### src/rtl/cpu_pipe_pkg.sv
// Shared definitions for the 5-stage CPU inter-stage pipeline registers:
// depth selectors, per-stage payload widths and occupancy encodings.
package cpu_pipe_pkg;

    localparam int PIPE_DEPTH_REG  = 1;
    localparam int PIPE_DEPTH_SKID = 2;

    // Payload widths as packed by each stage
    localparam int IF_ID_W  = 64;
    localparam int ID_EX_W  = 160;
    localparam int EX_MEM_W = 104;
    localparam int MEM_WB_W = 72;

    typedef enum logic [1:0] {
        OCC_EMPTY = 2'd0,
        OCC_ONE   = 2'd1,
        OCC_FULL  = 2'd2
    } occ_e;

endpackage

### src/rtl/pipe_skid_ctrl.sv
// Two-entry skid buffer controller: tracks occupancy and steers head/skid loads.
// Upstream allowin is derived from the state register only.
module pipe_skid_ctrl
    import cpu_pipe_pkg::*;
(
    input  logic       clk,
    input  logic       rst,
    input  logic       flush,
    input  logic       push,
    input  logic       pop,
    output logic       h_from_in,
    output logic       h_from_skid,
    output logic       s_load,
    output logic [1:0] occupancy,
    output logic       allowin
);

    occ_e state_r;
    occ_e state_s;

    // State register
    always_ff @(posedge clk) begin
        if (rst) begin
            state_r <= OCC_EMPTY;
        end else begin
            state_r <= state_s;
        end
    end

    // Next-state and load steering; flush overrides any push or pop
    always_comb begin
        state_s     = state_r;
        h_from_in   = 1'b0;
        h_from_skid = 1'b0;
        s_load      = 1'b0;
        if (flush) begin
            state_s = OCC_EMPTY;
        end else begin
            case (state_r)
                OCC_EMPTY: begin
                    if (push) begin
                        h_from_in = 1'b1;
                        state_s   = OCC_ONE;
                    end else begin
                        state_s   = OCC_EMPTY;
                    end
                end
                OCC_ONE: begin
                    if (push && pop) begin
                        h_from_in = 1'b1;
                        state_s   = OCC_ONE;
                    end else if (push) begin
                        s_load    = 1'b1;
                        state_s   = OCC_FULL;
                    end else if (pop) begin
                        state_s   = OCC_EMPTY;
                    end else begin
                        state_s   = OCC_ONE;
                    end
                end
                OCC_FULL: begin
                    if (pop) begin
                        h_from_skid = 1'b1;
                        state_s     = OCC_ONE;
                    end else begin
                        state_s     = OCC_FULL;
                    end
                end
                default: begin
                    state_s = OCC_EMPTY;
                end
            endcase
        end
    end

    assign occupancy = state_r;
    assign allowin   = (occupancy < 2'd2);

endmodule

### src/rtl/pipe_stage_buf.sv
// Generic inter-stage pipeline register with valid/allowin handshake, ready_go
// stall qualifier and synchronous flush; DEPTH=1 plain register, DEPTH=2 skid buffer.
module pipe_stage_buf
    import cpu_pipe_pkg::*;
#(
    parameter int                DATA_W    = 64,
    parameter int                DEPTH     = 1,
    parameter logic [DATA_W-1:0] CLEAR_VAL = {DATA_W{1'b0}}
) (
    input  logic              clk,
    input  logic              rst,
    input  logic              in_valid,
    output logic              in_allowin,
    input  logic [DATA_W-1:0] in_data,
    input  logic              ready_go,
    input  logic              out_allowin,
    output logic              out_valid,
    output logic [DATA_W-1:0] out_data,
    input  logic              flush,
    output logic [1:0]        occupancy
);

    logic head_valid_s;
    logic push_s;
    logic pop_s;

    assign head_valid_s = (occupancy != 2'd0);
    assign out_valid    = head_valid_s & ready_go;
    assign pop_s        = out_valid & out_allowin;
    assign push_s       = in_valid & in_allowin & ~flush;

    generate
        if (DEPTH == PIPE_DEPTH_REG) begin : g_reg
            logic              valid_r;
            logic [DATA_W-1:0] head_r;

            // Single entry: load on push, retire on pop; stale data kept when empty
            always_ff @(posedge clk) begin
                if (rst || flush) begin
                    valid_r <= 1'b0;
                    head_r  <= CLEAR_VAL;
                end else if (push_s) begin
                    valid_r <= 1'b1;
                    head_r  <= in_data;
                end else if (pop_s) begin
                    valid_r <= 1'b0;
                end else begin
                    valid_r <= valid_r;
                end
            end

            assign in_allowin = ~valid_r | (ready_go & out_allowin);
            assign occupancy  = {1'b0, valid_r};
            assign out_data   = head_r;
        end else if (DEPTH == PIPE_DEPTH_SKID) begin : g_skid
            logic              h_from_in_s;
            logic              h_from_skid_s;
            logic              s_load_s;
            logic [DATA_W-1:0] head_r;
            logic [DATA_W-1:0] skid_r;

            pipe_skid_ctrl u_ctrl (
                .clk         (clk),
                .rst         (rst),
                .flush       (flush),
                .push        (push_s),
                .pop         (pop_s),
                .h_from_in   (h_from_in_s),
                .h_from_skid (h_from_skid_s),
                .s_load      (s_load_s),
                .occupancy   (occupancy),
                .allowin     (in_allowin)
            );

            // Head and skid payload storage, steered by the controller
            always_ff @(posedge clk) begin
                if (rst || flush) begin
                    head_r <= CLEAR_VAL;
                    skid_r <= CLEAR_VAL;
                end else begin
                    if (h_from_in_s) begin
                        head_r <= in_data;
                    end else if (h_from_skid_s) begin
                        head_r <= skid_r;
                    end else begin
                        head_r <= head_r;
                    end
                    if (s_load_s) begin
                        skid_r <= in_data;
                    end else begin
                        skid_r <= skid_r;
                    end
                end
            end

            assign out_data = head_r;
        end else begin : g_bad_depth
            $error("pipe_stage_buf: DEPTH must be 1 or 2");
        end
    endgenerate

endmodule

### config.mk
export PLATFORM = sky130hd
export DESIGN_NAME = pipe_stage_buf
export DESIGN_NICKNAME = d
export VERILOG_FILES = /design/src/rtl/cpu_pipe_pkg.sv /design/src/rtl/pipe_skid_ctrl.sv /design/src/rtl/pipe_stage_buf.sv
export SDC_FILE = /design/constraint.sdc
export NUM_CORES = 1
export LEC_CHECK = 0
export CAP_MARGIN = 20
export CELL_PAD_IN_SITES_DETAIL_PLACEMENT = 1
export CELL_PAD_IN_SITES_GLOBAL_PLACEMENT = 1
export CORE_UTILIZATION = 26
export CTS_BUF_LIST = sky130_fd_sc_hd__clkbuf_16
export DETAILED_ROUTE_END_ITERATION = 10
export GPL_ROUTABILITY_DRIVEN = 0
export GPL_TIMING_DRIVEN = 0
export PLACE_DENSITY = 0.76
export SLEW_MARGIN = 10
export SYNTH_ARGS = -nofsm -noshare
export SYNTH_HDL_FRONTEND = slang
export SYNTH_SLANG_ARGS = --single-unit
### constraint.sdc
create_clock -name clk -period 1 [get_ports clk]
set_input_delay 0.15 -clock clk [delete_from_list [all_inputs] [get_ports clk]]
set_output_delay 0.15 -clock clk [all_outputs]
set_load 0.005 [all_outputs]
==> impl_metrics.env <==
export IMPL_design_core_area_um2=10400
export IMPL_io_buffers=136
export IMPL_drc=0
export IMPL_vdd_drop_max_v=0.000860
export IMPL_post_route_util=0.449
export IMPL_fp_dieW_um=106
export IMPL_die_area_um2=11300
export IMPL_grt_usage=0.173
export IMPL_violations="negative setup slack"
export IMPL_fin_skew_ns=0.00342
export IMPL_synth_xor_area_share=0
export IMPL_synth_compound_area_frac=0.199
export IMPL_startpoint_type="register"
export IMPL_arrival_ns=1.55
export IMPL_cts_buffer_depth=2
export IMPL_critPathRequiredTime_ns=1.24
export IMPL_grt_pass1_wl_um=15300
export IMPL_vias=2905
export IMPL_drtIter0Drc=67
export IMPL_cts_hold_fix_buffers=0
export IMPL_setup_ws_ns=-0.306
export IMPL_start_util=0.271
export IMPL_rows=37
export IMPL_floorplan_die_height_um=106
export IMPL_ant_nets=0
export IMPL_final_net_count=536
export IMPL_hold_class="in -> reg"
export IMPL_worstSetupPathType="reg -> reg"
export IMPL_synth_nets=372
export IMPL_p_leak_uw=0.00199
export IMPL_wirelength_um=9960
export IMPL_htreeDepth=3
export IMPL_gr_total_overflow=0
export IMPL_fin_crit_sh=1.31
export IMPL_vias_per_cell=4.79
export IMPL_num_io_pins=138
export IMPL_finalSetupViolCount=68
export IMPL_seq_area_frac_synth=0.461
export IMPL_p_per_area_nw_per_um2=1410
export IMPL_synth_mux_area_frac=0
export IMPL_wire_per_inst_um=16.4
export IMPL_cp_max_fo=10
export IMPL_drive_above_1_share=0.552
export IMPL_min_period_ns=1.31
export IMPL_synth_area_um2=2820
export IMPL_fin_setup_tns_ns=-18.11
export IMPL_synth_cell_types=18
export IMPL_antenna_found_initial=0
export IMPL_syn2layout_area_growth_pct=65.5
export IMPL_insertion_delay_ns=0.32
export IMPL_maxCapViolCount=0
export IMPL_status="finished with violations"
export IMPL_diodes=0
export IMPL_synth_top_family_by_area="simple AND/OR/NAND/NOR gates"
export IMPL_cts_root_buffer="clkbuf_16"
export IMPL_ys_warn_count=0
export IMPL_synth_simple_area_share=0.236
export IMPL_cts_buffers=9
export IMPL_cts_sinks=65
export IMPL_synth_cells=302
export IMPL_grt_pass1_vias=3064
export IMPL_final_max_slew_viol_count=0
export IMPL_syn_avg_cell_area_um2=9.35
export IMPL_path_clk_slew_ns=0.05
export IMPL_synth_adder_area_share=0
export IMPL_firstDrtPassIters=4
export IMPL_place_hpwl_um=6940
export IMPL_cts_tree="done"
export IMPL_synth_seq_cells=65
export IMPL_grt_start_max_net_pins=11
export IMPL_clock_fmax_ghz=0.766
export IMPL_hold_viol_final=0
export IMPL_rsz0062_at_grt="true"
export IMPL_setup_worst_path_end_class="register"
-- cell usage in the layout (no fill, tap or decap), types with 5 or more instances in the layout --
| master | n |
|---|---|
| o21ai_2 | 60 |
| clkdlybuf4s50_1 | 69 |
| buf_2 | 71 |
| dfxtp_1 | 5 |
| nand4_1 | 64 |
| clkbuf_16 | 11 |
| nand2_1 | 64 |
| clkbuf_2 | 6 |
| dfxtp_2 | 60 |
| buf_4 | 19 |
| buf_6 | 11 |
| buf_12 | 6 |
-- per-layer routing --
| layer | GRT usage | vias to the layer above | wire (µm) |
|---|---|---|---|
| li1 | - | 1404 | - |
| met1 | 0.207 | 1402 | 4270 |
| met2 | 0.304 | 92 | 5000 |
| met3 | 0.0411 | 7 | 625 |
| met4 | 0.0556 | 0 | 61 |
| met5 | 0 | - | 0 |
-- critical path, cell delays in order (launching register included) --
cell and delay (ns):
dfxtp_2 0.33, a21bo_4 0.24, buf_6 0.12, and2_4 0.14, buf_12 0.14, buf_12 0.15
o21ai_2 0.11
-- registers in the layout, indices dropped and copies added, names as in the netlist --
| register | flops |
|---|---|
| g_reg.valid_r | 1 |
| out_data | 64 |
-- report_power, final --
part	switching, µW	internal (µW)
sequential	30.9	2660
combinational	399	502
clock	1100	1880
-- cells by family (layout without fill, tap and decap cells) --
family	after synthesis	in the layout
and+or+nand+nor	132	132
other	1	1
DFF	65	65
AOI/OAI and AO/OA	66	66
buffers and inverters	38	207
-- synth_stat cells --
master	instances	area (µm²)
buf_8	1	15.0
o21ai_2	60	526
nand2_1	64	240
buf_2	25	125
inv_1	1	3.75
o21ai_1	4	20.0
clkbuf_1	3	11.3
and2_1	1	6.26
dfxtp_1	65	1300
buf_4	2	15.0
conb_1	1	3.75
nand4_1	64	400
nor2_1	1	3.75
a21bo_2	1	10.0
nor2b_1	1	6.26
a21boi_1	1	7.51
and2_4	1	8.76
buf_12	6	120
-- worst paths after layout --
check                     start            to  slack (ns)  depth (start not counted)
setup / recovery  g_reg.valid_r  out_data[34]       -0.31                          6
hold / removal      in_data[63]  out_data[63]        0.39                          3
setup reg to reg  g_reg.valid_r  out_data[34]       -0.31                          6
hold reg to reg    out_data[55]  out_data[55]        0.45                          2
-- metrics by stage --
stage          instance area, µm²  hold WS (ns)  power, µW  worst slack (ns)  instances
3_3_place_gp                 4380         0.435       3600            -0.901        574
6_report                     4670         0.389       6580            -0.306        607
4_1_cts                      4660         0.378       6640            -0.284        600
5_1_grt                      4670         0.398       6850            -0.348        607
2_1_floorplan                2850         0.271       3100            -0.101        302
3_5_place_dp                 4380         0.449       3610            -0.918        574
-- final cells by class --
type | count | area, µm²
clock buffers | 9 | 225
fillers | 1215 | 5740
flip-flops and latches | 65 | 1380
inverters | 1 | 3.75
clock inverters | 7 | 53.8
plain buffers | 35 | 348
well taps | 136 | 170
repair buffers | 155 | 1220
multi-input cells | 199 | 1270
-- what timing repair did --
item,CTS,global route
buffers inserted,11,8
gates cloned,0,1
endpoints found under the setup margin,132,88
resized for setup,319,45
pin swaps,3,5
Power figures use the tool's default switching activity.
